File: config.mk
export PLATFORM = sky130hd
export DESIGN_NAME = jpeg_stream_sequencer
export DESIGN_NICKNAME = d
export VERILOG_FILES = /design/src/rtl/jpeg_stream_sequencer.sv
export SDC_FILE = /design/constraint.sdc
export NUM_CORES = 1
export LEC_CHECK = 0
export ABC_AREA = 1
export CORE_ASPECT_RATIO = 0.5
export CORE_MARGIN = 4
export CORE_UTILIZATION = 50
export CTS_CLUSTER_SIZE = 14
export DETAILED_ROUTE_END_ITERATION = 10
export PLACE_DENSITY_LB_ADDON = 0.12
export SYNTH_ARGS = -nofsm -noshare
export SYNTH_HDL_FRONTEND = slang
export SYNTH_SLANG_ARGS = --single-unit
File: constraint.sdc
create_clock -name clk -period 2.92 [get_ports clk]
set_clock_uncertainty 0.1 [all_clocks]
set_input_delay 0.876 -clock clk [delete_from_list [all_inputs] [get_ports clk]]
set_output_delay 0.876 -clock clk [all_outputs]
set_load 0.01 [all_outputs]
File: src/rtl/jpeg_stream_sequencer.sv
// jpeg_stream_sequencer: streams a ROM-held JPEG byte stream into the header
// parser, checks SOI, stops on EOI or end of stream and tallies parser events.
module jpeg_stream_sequencer #(
    parameter int ADDR_W  = 16,
    parameter int TIMEOUT = 1024
) (
    input  logic              clk,
    input  logic              rst_n,
    input  logic              start,
    input  logic              abort,
    input  logic [ADDR_W-1:0] stream_len,
    output logic              rom_en,
    output logic [ADDR_W-1:0] rom_addr,
    input  logic [7:0]        rom_data,
    output logic [7:0]        byte_out,
    output logic              byte_valid,
    input  logic              parser_ready,
    input  logic              qtable_loaded,
    input  logic              dhttable_loaded,
    input  logic              start_scan,
    input  logic              scan_byte_valid,
    output logic              busy,
    output logic              done,
    output logic              error,
    output logic [1:0]        err_code,
    output logic              eoi_seen,
    output logic [2:0]        qt_count,
    output logic [2:0]        dht_count,
    output logic [ADDR_W-1:0] scan_cnt
);

    localparam int WAIT_W = $clog2(TIMEOUT + 1);
    localparam logic [WAIT_W-1:0] WAIT_LAST = WAIT_W'(TIMEOUT - 1);

    localparam logic [1:0] E_SOI    = 2'b01;
    localparam logic [1:0] E_TMO    = 2'b10;
    localparam logic [1:0] E_NOSCAN = 2'b11;

    typedef enum logic [2:0] {
        S_IDLE,
        S_FETCH,
        S_LOAD,
        S_SEND,
        S_DONE,
        S_ERR
    } state_t;

    state_t state, state_nxt;

    logic [ADDR_W-1:0] addr;
    logic [ADDR_W-1:0] addr_inc;
    logic [ADDR_W-1:0] len;
    logic [7:0]        byte_r;
    logic [7:0]        prev_byte;
    logic [WAIT_W-1:0] wait_cnt;
    logic              scan_seen;

    logic              start_ok;
    logic              xfer;
    logic              bad_soi;
    logic              is_eoi;
    logic              last_byte;
    logic              set_err;
    logic              set_done;
    logic              set_eoi;
    logic [1:0]        err_nxt;

    assign busy       = (state == S_FETCH) || (state == S_LOAD) ||
                        (state == S_SEND);
    assign rom_en     = (state == S_FETCH);
    assign rom_addr   = addr;
    assign byte_out   = byte_r;
    assign byte_valid = (state == S_SEND);

    assign start_ok  = start && !busy;
    assign xfer      = (state == S_SEND) && parser_ready && !abort;
    assign addr_inc  = addr + 1'b1;

    // addr doubles as the transfer index, so the SOI check keys off it
    assign bad_soi   = ((addr == '0) && (byte_r != 8'hFF)) ||
                       ((addr == ADDR_W'(1)) && (byte_r != 8'hD8));
    assign is_eoi    = (prev_byte == 8'hFF) && (byte_r == 8'hD9);
    assign last_byte = (addr_inc == len);

    always_ff @(posedge clk) begin
        if (!rst_n) begin
            state <= S_IDLE;
        end else begin
            state <= state_nxt;
        end
    end

    always_comb begin
        state_nxt = state;
        set_err   = 1'b0;
        set_done  = 1'b0;
        set_eoi   = 1'b0;
        err_nxt   = 2'b00;
        if (busy && abort) begin
            state_nxt = S_IDLE;
        end else begin
            unique case (state)
                S_IDLE, S_DONE, S_ERR: begin
                    if (start) begin
                        if (stream_len < ADDR_W'(2)) begin
                            state_nxt = S_ERR;
                            set_err   = 1'b1;
                            err_nxt   = E_SOI;
                        end else begin
                            state_nxt = S_FETCH;
                        end
                    end
                end
                S_FETCH: state_nxt = S_LOAD;
                S_LOAD:  state_nxt = S_SEND;
                S_SEND: begin
                    if (parser_ready) begin
                        if (bad_soi) begin
                            state_nxt = S_ERR;
                            set_err   = 1'b1;
                            err_nxt   = E_SOI;
                        end else if (is_eoi || last_byte) begin
                            set_eoi = is_eoi;
                            // a start_scan coinciding with the last byte still counts
                            if (scan_seen || start_scan) begin
                                state_nxt = S_DONE;
                                set_done  = 1'b1;
                            end else begin
                                state_nxt = S_ERR;
                                set_err   = 1'b1;
                                err_nxt   = E_NOSCAN;
                            end
                        end else begin
                            state_nxt = S_FETCH;
                        end
                    end else if (wait_cnt == WAIT_LAST) begin
                        state_nxt = S_ERR;
                        set_err   = 1'b1;
                        err_nxt   = E_TMO;
                    end
                end
                default: state_nxt = S_IDLE;
            endcase
        end
    end

    always_ff @(posedge clk) begin
        if (!rst_n) begin
            addr      <= '0;
            len       <= '0;
            byte_r    <= '0;
            prev_byte <= '0;
            wait_cnt  <= '0;
            scan_seen <= 1'b0;
            done      <= 1'b0;
            error     <= 1'b0;
            err_code  <= 2'b00;
            eoi_seen  <= 1'b0;
            qt_count  <= '0;
            dht_count <= '0;
            scan_cnt  <= '0;
        end else begin
            done <= set_done;
            if (start_ok) begin
                addr      <= '0;
                len       <= stream_len;
                prev_byte <= '0;
                scan_seen <= 1'b0;
                error     <= 1'b0;
                err_code  <= 2'b00;
                eoi_seen  <= 1'b0;
                qt_count  <= '0;
                dht_count <= '0;
                scan_cnt  <= '0;
            end else begin
                if (busy && !abort) begin
                    if (qtable_loaded && (qt_count != 3'd7)) begin
                        qt_count <= qt_count + 3'd1;
                    end
                    if (dhttable_loaded && (dht_count != 3'd7)) begin
                        dht_count <= dht_count + 3'd1;
                    end
                    if (scan_byte_valid && (scan_cnt != '1)) begin
                        scan_cnt <= scan_cnt + 1'b1;
                    end
                    if (start_scan) begin
                        scan_seen <= 1'b1;
                    end
                end
                if (xfer) begin
                    addr      <= addr_inc;
                    prev_byte <= byte_r;
                end
                if (set_eoi) begin
                    eoi_seen <= 1'b1;
                end
            end
            if (set_err) begin
                error    <= 1'b1;
                err_code <= err_nxt;
            end
            if (state == S_LOAD) begin
                byte_r   <= rom_data;
                wait_cnt <= '0;
            end else if ((state == S_SEND) && !parser_ready) begin
                wait_cnt <= wait_cnt + WAIT_W'(1);
            end
        end
    end

endmodule
Word level (Yosys, flattened, before mapping)
Index checks and enable logic that the tools add are counted.
Word-level totals
  register bits: 90
  logic and storage cells: 110
Operators by class
  add/sub/neg operators: 5
  $lt $le $gt $ge: 1
  eq/ne operators: 17
  muxes and demuxes: 36
  bitwise logic cells: 4
  reduce and logical (&&, ||, !) cells: 33
Operators by type and width (count)
  16-bit by 1-bit adder with 16-bit output (second input constant): 2
  1-bit 2-to-1 mux: 19
  3-bit 2-to-1 mux: 6
  16-bit by 1-bit == test with 1-bit output (second input constant): 1
  16-bit == test: 1
  8-bit == test (second input constant): 2
  16-bit logical NOT: 1
  16-bit by 2-bit < comparator with 1-bit output (second input constant): 1
  2-bit 2-to-1 mux: 8
  16-bit != test (second input constant): 1
  8-bit != test (second input constant): 2
  1-bit logical AND: 12
  3-bit one-hot mux with 4 select lines: 1
  11-bit by 1-bit adder with 11-bit output (second input constant): 1
  11-bit by 10-bit == test with 1-bit output (second input constant): 1
  2-bit AND reduction: 5
  3-bit by 1-bit adder with 3-bit output (second input constant): 2
  3-bit by 2-bit == test with 1-bit output (second input constant): 2
  3-bit == test (second input constant): 2
  3-bit != test (second input constant): 2
  2-bit OR reduction: 3
  6-bit OR reduction: 1
  1-bit logical OR: 5
  1-bit inverter: 4
  other kinds (9): 11

Longest topological paths before layout
  word-level depth: 9
  depth in mapped cells: 20

Worst setup path before layout
No wires, ideal clock.
  path kind: input port to flip-flop
  start: input port stream_len[4]
  end: register err_code[0]
  arrival time: 2173 ps
  data required time: 2706 ps
  setup slack: 534 ps
  stages on the path: 8
  cells stage by stage: or4_1 -> nor4_1 -> nor3b_1 -> nand3_1 -> nand2_2 -> nand2_2 -> nand3_1 -> nand2_1
Between the ends
  cells in the longest elaborated chain, start to end: 6
  elaborated cells on any way between the ends: 11
  those cells by class: order compare (1); mux (9); reduce/logical (1)
Ends and longest elaborated chain
  from (decl): RTL line 11  | input logic [ADDR_W-1:0] stream_len,
  16-bit by 2-bit < comparator with 1-bit output (*): RTL line 105  | if (stream_len < ADDR_W'(2)) begin
  1-bit 2-to-1 mux: RTL line 105
  1-bit 2-to-1 mux: RTL line 104  | if (start) begin
  2-bit one-hot mux with 2 select lines / 1-bit one-hot mux with 2 select lines (equally long branches): RTL line 102  | unique case (state)
  2-bit 2-to-1 mux / 1-bit 2-to-1 mux (equally long branches): RTL line 99  | if (busy && abort) begin
  2-bit 2-to-1 mux / 2-bit nonzero test (equally long branches)
  to (signal assigned): RTL line 200  | err_code <= err_nxt;
  to (decl): RTL line 25  | output logic [1:0] err_code,
Mark *: on every way between the ends. The rest lies on a longest branch, timed or not.
A chain may end at the register's enable or synchronous reset.

Final worst setup path
  start: register state[1]
  end: output port busy
Between the ends
  cells in the longest elaborated chain, start to end: 3
  elaborated cells on any way between the ends: 5
  those cells by class: eq/ne (3); reduce/logical (2)
Ends and longest elaborated chain
  from (decl): RTL line 48  | state_t state, state_nxt;
  from (signal assigned): RTL line 89  | state <= state_nxt;
  3-bit by 1-bit == test with 1-bit output / 3-bit by 2-bit == test with 1-bit output (equally long branches): RTL line 68  | assign busy = (state == S_FETCH) || (state == S_LOAD) ||
  1-bit logical OR: RTL line 68
  1-bit logical OR (*): RTL line 68
  to (decl): RTL line 22  | output logic busy,
Marked as above.

==> impl_metrics.tcl <==
set metrics [dict create \
    startpoint "state[1]" \
    worstPathArrival_ps 1800 \
    final-hold-violation-count 0 \
    start_util 0.521 \
    grt_pass1_vias 4340 \
    fill_cells 794 \
    vias 4666 \
    avgSynthCellArea_um2 6.86 \
    endpoint_kind "output port" \
    syn_inst 671 \
    layout.cells.non_filler 890 \
    post_cts_buffers 0 \
    min_path_type "flop to flop" \
    fp.dieH_um 75.8 \
    power.leakage_nw 2.31 \
    post_drt_wl_per_cell_um 13.6 \
    drc 0 \
    relSlewSlack 0.659 \
    yosysWarningCount 0 \
    core_area_mm2 0.00883 \
    cts_buffer_depth 2 \
    area_growth_pct 29.5 \
    place_area_mm2 0.00566 \
    worstPathMaxFanout 5 \
    dpl.hpwl_um 9100 \
    dr.first_iter.drc_count 367 \
    power_density_mw_per_mm2 557 \
    cts_tree "built" \
    synth_edf_count 0 \
    drive_above_1_share 0.0750 \
    synthArstFlopShare 0 \
    worst_slew_pin_slew_ps 507 \
    rsz0062_at_grt "no" \
    row_count 24 \
    cts-root-buf "clkbuf_16" \
    cts_max_level 3 \
    viasPerCell 5.24 \
    die-area_mm2 0.0109 \
    worst_hold_slack_ps 366 \
    clkLatencyLatePin_ps 350 \
    grt_remaining_overflow 0 \
    crit_required_ps 1940 \
    firstDrtPassIters 5 \
    grt_pass1_wl_um 20000 \
    ant_nets 0 \
    port_buffers 86 \
    worstHoldStart "scan_cnt[8]" \
    fin_nets 811 \
    cts.sinks 90 \
    gr-usage-all-layers 0.230 \
    place_inst 874 \
    clk_pin_slew_ps 70 \
    antenna_found_initial 0 \
    post_synth_num_cell_types 35 \
    hold_path_depth 2 \
    fin_area_mm2 0.00596 \
    fmax_ghz 0.361 \
    startpoint_type "flop" \
    fp.dieW_um 144 \
    max-vdd-ir-drop_mv 0.353 \
    drv_slew 0 \
    ys_ff_latch 90 \
    wl_um 12100 \
    r2r_cells 20 \
    syn-cell-area_mm2 0.00460 \
    cts_buffers 9 \
    r2r_start "rom_addr[1]" \
    total_power_mw 3.32 \
    multi_input_area_mm2 0.00238 \
    regArea_mm2 0.00180 \
    layout_min_cycle_time_ps 2770 \
    timing.max_cap.violations 0 \
    outcome "finished, final reports clean" \
    finalSetupViolCount 0 \
    synthesis.nets 714 \
    ios 87 \
    fin_crit_sh 0.950 \
    n_antenna_cell 0 \
    ys_seq_area_frac 0.392 \
    crit_type "flop to output port" \
    gp_congestion 0.910 \
    ys.flop_type "dfxtp_1" \
    grt_max_degree 37 \
]
## stage by stage
stage / TNS (ps) / utilization / setup WS, ps
after floorplan: 0 / - / 534
after global placement: -112 / 0.641 / -56.3
after detailed placement: -303 / 0.641 / -128
after CTS: 0 / 0.675 / 133
after global routing: 0 / 0.675 / 15.4
final: 0 / 0.675 / 147
## repair_timing
item | in CTS | in global routing
gates resized for setup | 0 | 1
setup endpoints to repair | 0 | 2
hold buffers | 0 | 0
## cells in the mapped netlist, types with 2 or more instances
library cell / n / share of area
o21ai_0: 69 / 0.075
or4_1: 3 / 0.0049
nor2_2: 8 / 0.011
buf_2: 2 / 0.0022
nor3b_1: 3 / 0.0049
a21oi_1: 60 / 0.065
o21bai_1: 2 / 0.0033
clkbuf_1: 13 / 0.011
o211ai_1: 2 / 0.0033
ha_1: 10 / 0.027
nor3_1: 12 / 0.013
or2_2: 2 / 0.0027
nand3_1: 43 / 0.047
dfxtp_1: 90 / 0.39
nand2_1: 122 / 0.10
a31oi_1: 3 / 0.0041
xor2_1: 7 / 0.013
nand3b_1: 8 / 0.013
nand2_2: 7 / 0.0095
nand4_1: 23 / 0.031
nor2_4: 3 / 0.0073
nor2_1: 69 / 0.056
inv_1: 93 / 0.076
nor4_1: 6 / 0.0082
## per-layer routing
layer  vias to the layer above  wire (µm)  GRT usage  part of all wire
li1                       2432          -          -                 -
met5                         -          0          0                 0
met4                         0        173     0.0668             0.014
met1                      2088       5750      0.295              0.47
met3                        20        687     0.0533             0.057
met2                       126       5530      0.397              0.46
## placed cells by master, fill, tap and decap left out, types with 6 or more instances in the layout
cell type,count
clkbuf_16,9
nand4_1,23
nor3_1,12
clkdlybuf4s50_1,86
ha_1,10
nand2_1,122
xor2_1,7
nand3b_1,8
nand3_1,43
nor2_2,8
nand2_2,7
buf_4,16
nor4_1,6
a21oi_1,60
nor2_1,69
inv_1,93
o21ai_0,69
dfxtp_1,89
## sequential cells by signal (all words and copies together), names as in the netlist
signal     count
rom_addr      16
state          3
prev_byte      8
byte_out       8
error          1
wait_cnt      11
qt_count       3
len           16
dht_count      3
scan_seen      1
done           1
err_code       2
eoi_seen       1
scan_cnt      16
## report_power, final
| group | total (mW) | internal (mW) | switching, mW |
|---|---|---|---|
| Clock | 1.15 | 0.603 | 0.549 |
| Combinational | 0.742 | 0.303 | 0.439 |
| Sequential | 1.42 | 1.33 | 0.0929 |
| Total | 3.32 | 2.24 | 1.08 |
## final timing paths
kind | endpoint | slack (ps)
max reg2reg | err_code[0] | 250
min reg2reg | scan_cnt[8] | 370
min | scan_cnt[8] | 370
max | busy | 150
## kinds of logic (layout without fill, tap and decap cells)
logic type                 count (synthesis)  count (layout)  synth area share
DFF                                       90              90             0.392
xor gates and xnor gates                   8               8            0.0152
buffers and inverters                    110             212            0.0911
AOI/OAI and AO/OA                        141             141             0.160
and+or+nand+nor                          312             312             0.315
adders and majority gates                 10              10            0.0272
## final cells by class
class                   instances  area share
flip-flops and latches         90       0.303
clock buffers                   9      0.0378
inverters                      94      0.0592
repair buffers                102       0.165
well taps                     117      0.0246
multi-input cells             471       0.399
clock inverters                 7      0.0116
## critical path: stages (launching register included)
cell,delay [ps]
dfxtp_1,400
inv_1,110
nor2_2,150
nor2_1,110
inv_1,130
clkdlybuf4s50_1,550
(Power assumes the default switching activity.)
